### src/rtl/psum_spad_ctrl.sv
// -----------------------------------------------------------------------------
// psum_spad_ctrl
//   Initiator side of the PE psum scratchpad port. This block accumulates a
//   stream of products into num_psum scratchpad entries over num_pass passes.
//   After the last pass it drains the entries in order to the psum output FIFO.
//
//   Build option:
//     PSUM_SAT_EN - when defined, the accumulate add saturates instead of
//                   wrapping. When undefined, a plain wrapping add is used.
//
//   Ports:
//     clk, rst              clock; synchronous active-high reset
//     start                 one-cycle job start, sampled in IDLE only
//     num_psum, num_pass    job shape, latched on start (num_pass 0 acts as 1)
//     in_valid/in_ready/in_data     product stream from the MAC datapath
//     out_valid/out_ready/out_data  drained psums to the output FIFO
//     busy, done            status; done pulses for one cycle at end of drain
//     sp_w_en, sp_w_addr, sp_din    scratchpad write port (registered)
//     sp_r_addr, sp_dout            scratchpad read port (address registered)
//
//   The scratchpad reads and writes on negedge clk. An address driven at
//   posedge N returns data on sp_dout at posedge N+1.
// -----------------------------------------------------------------------------
module psum_spad_ctrl #(
    parameter int MEM_DEPTH  = 24,
    parameter int DATA_WIDTH = 16,
    parameter int ADDR_WIDTH = $clog2(MEM_DEPTH),
    parameter int PASS_WIDTH = 8
) (
    input  logic                  clk,
    input  logic                  rst,
    input  logic                  start,
    input  logic [ADDR_WIDTH-1:0] num_psum,
    input  logic [PASS_WIDTH-1:0] num_pass,
    input  logic                  in_valid,
    output logic                  in_ready,
    input  logic [DATA_WIDTH-1:0] in_data,
    output logic                  out_valid,
    input  logic                  out_ready,
    output logic [DATA_WIDTH-1:0] out_data,
    output logic                  busy,
    output logic                  done,
    output logic                  sp_w_en,
    output logic [ADDR_WIDTH-1:0] sp_w_addr,
    output logic [DATA_WIDTH-1:0] sp_din,
    output logic [ADDR_WIDTH-1:0] sp_r_addr,
    input  logic [DATA_WIDTH-1:0] sp_dout
);

    typedef enum logic [2:0] {
        IDLE,
        ACCUM,
        DRAIN_RD,
        DRAIN_OUT,
        DONE
    } state_t;

    state_t r_state;
    state_t w_state_nxt;

    logic [ADDR_WIDTH-1:0] r_num_psum;
    logic [PASS_WIDTH-1:0] r_num_pass;
    logic [ADDR_WIDTH-1:0] r_idx;
    logic [PASS_WIDTH-1:0] r_pass;
    logic [ADDR_WIDTH-1:0] r_k;
    logic                  r_in_ready;

    // Stage-1 holding registers (product accepted, read in flight)
    logic                  r_s1_vld;
    logic [ADDR_WIDTH-1:0] r_s1_idx;
    logic [DATA_WIDTH-1:0] r_s1_data;
    logic                  r_s1_first;
    logic                  r_s1_last;
    // Set while the final write of the job is being performed
    logic                  r_wr_last;

    logic                  r_sp_w_en;
    logic [ADDR_WIDTH-1:0] r_sp_w_addr;
    logic [DATA_WIDTH-1:0] r_sp_din;
    logic [ADDR_WIDTH-1:0] r_sp_r_addr;
    logic                  r_out_valid;
    logic [DATA_WIDTH-1:0] r_out_data;

    logic                  w_accept;
    logic [ADDR_WIDTH-1:0] w_last_idx;
    logic                  w_idx_wrap;
    logic                  w_pass_last;
    logic                  w_fwd;
    logic [DATA_WIDTH-1:0] w_operand;
    logic [DATA_WIDTH-1:0] w_sum_raw;
    logic [DATA_WIDTH-1:0] w_sum;
    logic                  w_drain_hs;
    logic                  w_drain_last;

    assign w_accept     = in_valid & r_in_ready;
    assign w_last_idx   = r_num_psum - ADDR_WIDTH'(1);
    assign w_idx_wrap   = (r_idx == w_last_idx);
    assign w_pass_last  = (r_pass == r_num_pass - PASS_WIDTH'(1));
    assign w_drain_hs   = r_out_valid & out_ready;
    assign w_drain_last = (r_k == w_last_idx);

    // The write issued in the previous cycle lands on the same negedge as the
    // read for this entry, so the read returns stale data; take the write data.
    assign w_fwd     = r_sp_w_en && (r_sp_w_addr == r_s1_idx);
    assign w_operand = r_s1_first ? '0 : (w_fwd ? r_sp_din : sp_dout);
    assign w_sum_raw = w_operand + r_s1_data;

`ifdef PSUM_SAT_EN
    logic w_ovf;
    // Overflow only when both addends share a sign and the result flips it
    assign w_ovf = (w_operand[DATA_WIDTH-1] == r_s1_data[DATA_WIDTH-1]) &&
                   (w_sum_raw[DATA_WIDTH-1] != w_operand[DATA_WIDTH-1]);
    assign w_sum = !w_ovf ? w_sum_raw :
                   (w_operand[DATA_WIDTH-1] ? {1'b1, {(DATA_WIDTH-1){1'b0}}}
                                            : {1'b0, {(DATA_WIDTH-1){1'b1}}});
`else
    assign w_sum = w_sum_raw;
`endif

    always_ff @(posedge clk) begin
        if (rst) begin
            r_state <= IDLE;
        end else begin
            r_state <= w_state_nxt;
        end
    end

    always_comb begin
        w_state_nxt = r_state;
        case (r_state)
            IDLE: begin
                if (start) begin
                    w_state_nxt = (num_psum == '0) ? DONE : ACCUM;
                end
            end
            ACCUM: begin
                if (r_wr_last) begin
                    w_state_nxt = DRAIN_RD;
                end
            end
            DRAIN_RD: begin
                w_state_nxt = DRAIN_OUT;
            end
            DRAIN_OUT: begin
                if (w_drain_hs) begin
                    w_state_nxt = w_drain_last ? DONE : DRAIN_RD;
                end
            end
            DONE: begin
                w_state_nxt = IDLE;
            end
            default: begin
                w_state_nxt = IDLE;
            end
        endcase
    end

    always_ff @(posedge clk) begin
        if (rst) begin
            r_num_psum  <= '0;
            r_num_pass  <= '0;
            r_idx       <= '0;
            r_pass      <= '0;
            r_k         <= '0;
            r_in_ready  <= 1'b0;
            r_s1_vld    <= 1'b0;
            r_s1_idx    <= '0;
            r_s1_data   <= '0;
            r_s1_first  <= 1'b0;
            r_s1_last   <= 1'b0;
            r_wr_last   <= 1'b0;
            r_sp_w_en   <= 1'b0;
            r_sp_w_addr <= '0;
            r_sp_din    <= '0;
            r_sp_r_addr <= '0;
            r_out_valid <= 1'b0;
            r_out_data  <= '0;
        end else begin
            // Stage 1: issue the read for the accepted product
            r_s1_vld <= w_accept;
            if (w_accept) begin
                r_s1_idx    <= r_idx;
                r_s1_data   <= in_data;
                r_s1_first  <= (r_pass == '0);
                r_s1_last   <= w_idx_wrap && w_pass_last;
                r_sp_r_addr <= r_idx;
                if (w_idx_wrap) begin
                    r_idx  <= '0;
                    r_pass <= r_pass + PASS_WIDTH'(1);
                    if (w_pass_last) begin
                        r_in_ready <= 1'b0;
                    end
                end else begin
                    r_idx <= r_idx + ADDR_WIDTH'(1);
                end
            end

            // Stage 2: write back the accumulated value
            r_sp_w_en <= r_s1_vld;
            r_wr_last <= r_s1_vld & r_s1_last;
            if (r_s1_vld) begin
                r_sp_w_addr <= r_s1_idx;
                r_sp_din    <= w_sum;
            end

            case (r_state)
                IDLE: begin
                    if (start) begin
                        r_num_psum <= num_psum;
                        r_num_pass <= (num_pass == '0) ? PASS_WIDTH'(1) : num_pass;
                        r_idx      <= '0;
                        r_pass     <= '0;
                        r_k        <= '0;
                        r_in_ready <= (num_psum != '0);
                    end
                end
                ACCUM: begin
                    // Read entry 0 only after the final write has landed
                    if (r_wr_last) begin
                        r_sp_r_addr <= '0;
                        r_k         <= '0;
                    end
                end
                DRAIN_RD: begin
                    r_out_valid <= 1'b1;
                    r_out_data  <= sp_dout;
                end
                DRAIN_OUT: begin
                    if (w_drain_hs) begin
                        r_out_valid <= 1'b0;
                        if (!w_drain_last) begin
                            r_k         <= r_k + ADDR_WIDTH'(1);
                            r_sp_r_addr <= r_k + ADDR_WIDTH'(1);
                        end
                    end
                end
                default: begin
                end
            endcase
        end
    end

    assign in_ready  = r_in_ready;
    assign out_valid = r_out_valid;
    assign out_data  = r_out_data;
    assign busy      = (r_state != IDLE);
    assign done      = (r_state == DONE);
    assign sp_w_en   = r_sp_w_en;
    assign sp_w_addr = r_sp_w_addr;
    assign sp_din    = r_sp_din;
    assign sp_r_addr = r_sp_r_addr;

endmodule
### config.mk
export PLATFORM = sky130hd
export DESIGN_NAME = psum_spad_ctrl
export DESIGN_NICKNAME = d
export VERILOG_FILES = /design/src/rtl/psum_spad_ctrl.sv
export SDC_FILE = /design/constraint.sdc
export NUM_CORES = 1
export LEC_CHECK = 0
export CAP_MARGIN = 20
export CORE_ASPECT_RATIO = 0.6
export CORE_UTILIZATION = 40
export CTS_CLUSTER_DIAMETER = 60
export DETAILED_ROUTE_END_ITERATION = 12
export GPL_TIMING_DRIVEN = 1
export SETUP_SLACK_MARGIN = 0.02
export SKIP_CTS_REPAIR_TIMING = 1
export SLEW_MARGIN = 20
export SYNTH_ARGS = -nofsm -noshare
export SYNTH_HDL_FRONTEND = slang
export SYNTH_SLANG_ARGS = --single-unit
### constraint.sdc
create_clock -name clk -period 6.9 [get_ports clk]
set_clock_uncertainty 0.2 [all_clocks]
set_input_delay 1.38 -clock clk [delete_from_list [all_inputs] [get_ports clk]]
set_output_delay 1.38 -clock clk [all_outputs]
set_load 0.01 [all_outputs]
### Word level (Yosys, flattened, before mapping)

Cells that the tools add are included.

* bits in registers: 104
* input bits: 50
* output and inout bits: 47
* word-level logic and storage cells: 88

* $add $sub $neg: 6
* equality and inequality tests: 12
* mux-type cells: 34
* bitwise gates (word level): 3
* reduce and logical (&&, ||, !) cells: 14

Operators with widths (number)
* $mux 5: 12
* $mux 8: 5
* $mux 16: 2
* $add 16x16->16: 1
* $logic_not 8->1: 2
* $eq 5x5->1: 3
* $mux 3: 5
* $pmux 5 s3: 1
* $pmux 3 s4: 1
* $add 5x1->5 const B: 2
* $pmux 5 s2: 1
* $add 8x1->8 const B: 1
* $eq 8x8->1: 1
* $ne 2x2->1 const B: 4
* $sub 8x1->8 const B: 1
* $eq 3x2->1 const B: 2
* $mux 1: 6
* $reduce_bool 3->1: 2
* $logic_not 5->1: 1
* $reduce_and 5->1: 1
* $reduce_bool 5->1: 1
* $sub 5x1->5 const B: 1
* $reduce_and 2->1: 2
* $and 1x1->1: 3
* 7 further kinds: 8

### Logic depth before layout (Yosys ltp)

* depth after elaboration: 7
* depth in mapped cells: 14
* depth with buffers taken out: 14

### Worst setup path before layout

Ideal clock, no wire load.

* kind: flip-flop to flip-flop
* start point: register r_sp_w_addr[3] (netlist: sp_w_addr[3])
* end point: register r_sp_din[15] (netlist: sp_din[15])
* arrival time: 3.242 ns
* path slack: 3.337 ns
* stages on the path, launching flop included: 14
* clock period less this slack: 3.563 ns
* cells stage by stage: dfxtp_1 > inv_1 > a221o_1 > nor3_4 > buf_2 > mux2i_1 > nor2_1 > ha_1 > a21oi_1 > nor3_1 > a21oi_1 > a21bo_2 > o211a_1 > o311a_1

* word-level cells in the longest chain between the ends: 5

Ends and longest elaborated chain
* start, declared: line 78 `logic [ADDR_WIDTH-1:0] r_sp_w_addr;`
* start signal, assigned: line 202 `r_sp_w_addr <= r_s1_idx;`
* $eq 5x5->1: line 104 `assign w_fwd = r_sp_w_en && (r_sp_w_addr == r_s1_idx);`
* $logic_and 1x1->1: line 104
* $mux 16 (2 in a row): line 105 `assign w_operand = r_s1_first ? '0 : (w_fwd ? r_sp_din : sp_dout);`
* $add 16x16->16: line 106 `assign w_sum_raw = w_operand + r_s1_data;`
* end signal, assigned: line 203 `r_sp_din <= w_sum;`
* end, declared: line 79 `logic [DATA_WIDTH-1:0] r_sp_din;`

No other way between the ends.
A chain may end at the register's enable or synchronous reset.

### Worst setup path after layout

* start point: input sp_dout[1]
* end point: register r_sp_din[8] (netlist: sp_din[8])

* word-level cells in the longest chain between the ends: 3

Ends and longest elaborated chain
* start, declared: line 47 `input logic [DATA_WIDTH-1:0] sp_dout`
* $mux 16 (2 in a row): line 105
* $add 16x16->16: line 106

No other way between the ends.

==> results.yml <==
outcome:
  outcome: "completed"
pwr:
  leakagePower_nw: 2.50
  combPwrFrac: 0.143
  ir_drop_mv: 0.105
  internal_power_mw: 1.02
  clkPwrFrac: 0.397
  p_switching_mw: 0.351
  p_per_area_nw_per_um2: 200
  total_power_mw: 1.37
  p_seq_frac: 0.461
  swShare: 0.256
global_route:
  gr-total-overflow: 0
  grt_pass1_wl_mm: 25.2
  antenna_found_initial: 1
  grt_start_max_net_pins: 84
  grt_pass1_vias: 4826
  grt_usage: 0.225
critical_path:
  worstSetupEndpointType: "flip-flop"
  critPathArrivalTime_ns: 4.09
  r2r-end: "sp_din[13]"
  r2r_slack_ns: 2.99
  required_ns: 6.99
  start_kind: "input port"
  startpoint: "sp_dout[1]"
  worst-path-max-fanout: 4
  crit-reg2reg-launch: "r_s1_idx[1]"
  reg2reg_depth: 14
  crit_type: "in2reg"
timing:
  rsz0062_at_grt: "no"
  period_share: 0.579
  period_minus_slack_ns: 4.00
  setup_violations: 0
  worst_hold_slack_ns: 0.256
  slew_violations: 0
  setup_ws_ns: 2.90
  hold_viol_final: 0
  relSlewSlack: 0.390
  worst_pin_slew_ns: 0.915
  finalSetupTns_ns: 0
  max_freq_ghz: 0.250
worst_hold_path:
  hold_path_class: "reg2reg"
  whs_path_depth: 2
  hold_start: "out_data[9]"
  hold_end: "out_data[9]"
floorplan:
  num_rows: 32
  die_w_um: 153
  start_util: 0.417
  die_h_um: 92.4
  dieArea_um2: 14100
  ioPinCount: 97
  core_area_um2: 13100
clock_network:
  numCtsBuffers: 9
  clockRootBuffer: "clkbuf_16"
  worstSkewPairLatency_ns: 0.35
  tritoncts: "yes"
  cts.clk_slew.worst_paths_ns: 0.07
  htreeDepth: 3
  clkSinkCount: 104
  cts_buffer_depth: 2
layout:
  final_common_cell: "nand2_1"
  synthToLayoutAreaGrowth_pct: 25.8
  diodes: 0
  drive_above_1_share: 0.0434
  final_cell_mix: "129 x nand2_1, 104 x dfxtp_1, 95 x clkdlybuf4s50_1"
  nNetsFinal: 829
  stdcell_count: 931
synth:
  yosysSeqAreaShare: 0.382
  syn_avg_cell_area_um2: 8.06
  yosysTopAreaCellShare: 0.382
  ys.flop_type: "dfxtp_1"
  ys_seq_elements: 104
  synthesis.area_um2: 5450
  async_flop_share: 0
  synthTopCellsByArea: "dfxtp_1 38%, nand2_1 8.9%, a21oi_1 7.4%, mux2i_1 5.0%, ha_1 4.8%"
  synth_warnings: 0
  synth_nets: 748
  synth.distinct_cells: 52
  synth_edf_count: 0
  synth_area_leader_cell: "dfxtp_1"
  synthCells: 676
route:
  wl_mm: 15.6
  drc: 0
  wl_per_cell_um: 16.7
  post_drt_via_cell_ratio: 5.48
  drt_pass1_iterations: 7
  vias: 5101
  drt_iter0_drc: 337
  ant_nets: 0
placement:
  placed_cells: 916
  port_buffers: 96
  dp_hpwl_mm: 11.2
  place_ws_ns: 2.58
  gp_congestion: 0.855
job:
  cap_violations: 0
## critical path: stages
cell and delay [ns]:
clkdlybuf4s50_1 0.51, mux2i_1 0.07, or2_2 0.31, fa_1 0.45
nor2b_1 0.19, o2111ai_1 0.24, a21boi_0 0.23, o21ai_0 0.12
a2111oi_0 0.43, a311o_1 0.16
## routing by layer
layer  part of all wire  vias up  track usage
met3              0.064       17       0.0552
li1                   -     2520            -
met2               0.39      138        0.319
met4             0.0096        0       0.0463
met5                  0        -            0
met1               0.54     2426        0.339
## cells by family (layout without fill, tap and decap cells)
logic type / count (synthesis) / count (layout) / share of synthesized area
XOR/XNOR: 35 / 35 / 0.0613
multiplexers: 27 / 27 / 0.0496
flip-flops: 104 / 104 / 0.382
buffers and inverters: 59 / 144 / 0.0411
AND/OR/NAND/NOR: 271 / 271 / 0.235
adder cells (fa/ha/maj): 22 / 22 / 0.0519
AO/OA/AOI/OAI: 158 / 158 / 0.179
## synth_stat cells (all sizes together) (3+ instances only)
| cell type | number |
|---|---|
| and3 | 8 |
| a211oi | 4 |
| nand3 | 16 |
| o2111ai | 3 |
| nand2 | 129 |
| a311o | 3 |
| a21oi | 80 |
| buf | 5 |
| a21boi | 7 |
| nor2 | 50 |
| or3 | 4 |
| mux2i | 27 |
| ha | 21 |
| inv | 28 |
| dfxtp | 104 |
| or2 | 3 |
| xnor2 | 17 |
| nor3 | 13 |
| o211a | 3 |
| xor2 | 16 |
| nand2b | 8 |
| a2111oi | 4 |
| a21o | 6 |
| and2 | 3 |
| a31oi | 8 |
| o21ai | 16 |
| nand4 | 12 |
| o22ai | 6 |
| nor3b | 6 |
| or4 | 3 |
| nor4 | 3 |
| o21a | 3 |
| nor4b | 5 |
| clkbuf | 26 |
| a31o | 4 |
| nor2b | 5 |
## worst max-delay path by stage
stage / endpoint / slack (ns) / depth (start not counted)
2_1_floorplan: sp_din[15] / 3.34 / 13
3_3_place_gp: sp_din[12] / 2.69 / 12
3_5_place_dp: sp_din[8] / 2.58 / 10
4_1_cts: sp_din[8] / 2.94 / 10
5_1_grt: sp_din[8] / 2.69 / 12
6_report: sp_din[8] / 2.90 / 10
## state kept, by name, indices dropped and copies added (netlist names)
signal      flops
r_s1_data      16
r_wr_last       1
sp_r_addr       5
r_s1_idx        5
sp_din         16
r_k             5
r_s1_last       1
out_data       16
r_s1_vld        1
in_ready        1
sp_w_addr       5
sp_w_en         1
r_s1_first      1
out_valid       1
r_state         3
r_num_psum      5
r_num_pass      8
r_idx           5
r_pass          8
## area by class of cell
| class | instances | area (um^2) |
|---|---|---|
| Sequential cell | 104 | 2080 |
| Fill cell | 1237 | 6200 |
| Tap cell | 170 | 213 |
| Clock buffer | 10 | 229 |
| Inverter | 28 | 105 |
| Clock inverter | 5 | 82.6 |
| Multi-Input combinational cell | 513 | 3150 |
| Timing Repair Buffer | 101 | 993 |
## through the flow
stage          instance area [um^2]  utilization
3_3_place_gp                   6540        0.501
2_1_floorplan                  5450            -
6_report                       6850        0.525
3_5_place_dp                   6540        0.501
4_1_cts                        6850        0.525
5_1_grt                        6850        0.525
## power groups by stage
stage | combinational, mW | clock, mW | sequential (mW)
detailed placement | 0.194 | 0 | 0.646
global placement | 0.190 | 0 | 0.646
floorplan | 0.124 | 0 | 0.640
CTS | 0.195 | 0.558 | 0.632
finish | 0.196 | 0.544 | 0.632
global route | 0.216 | 0.577 | 0.635
(Power assumes the default switching activity.)
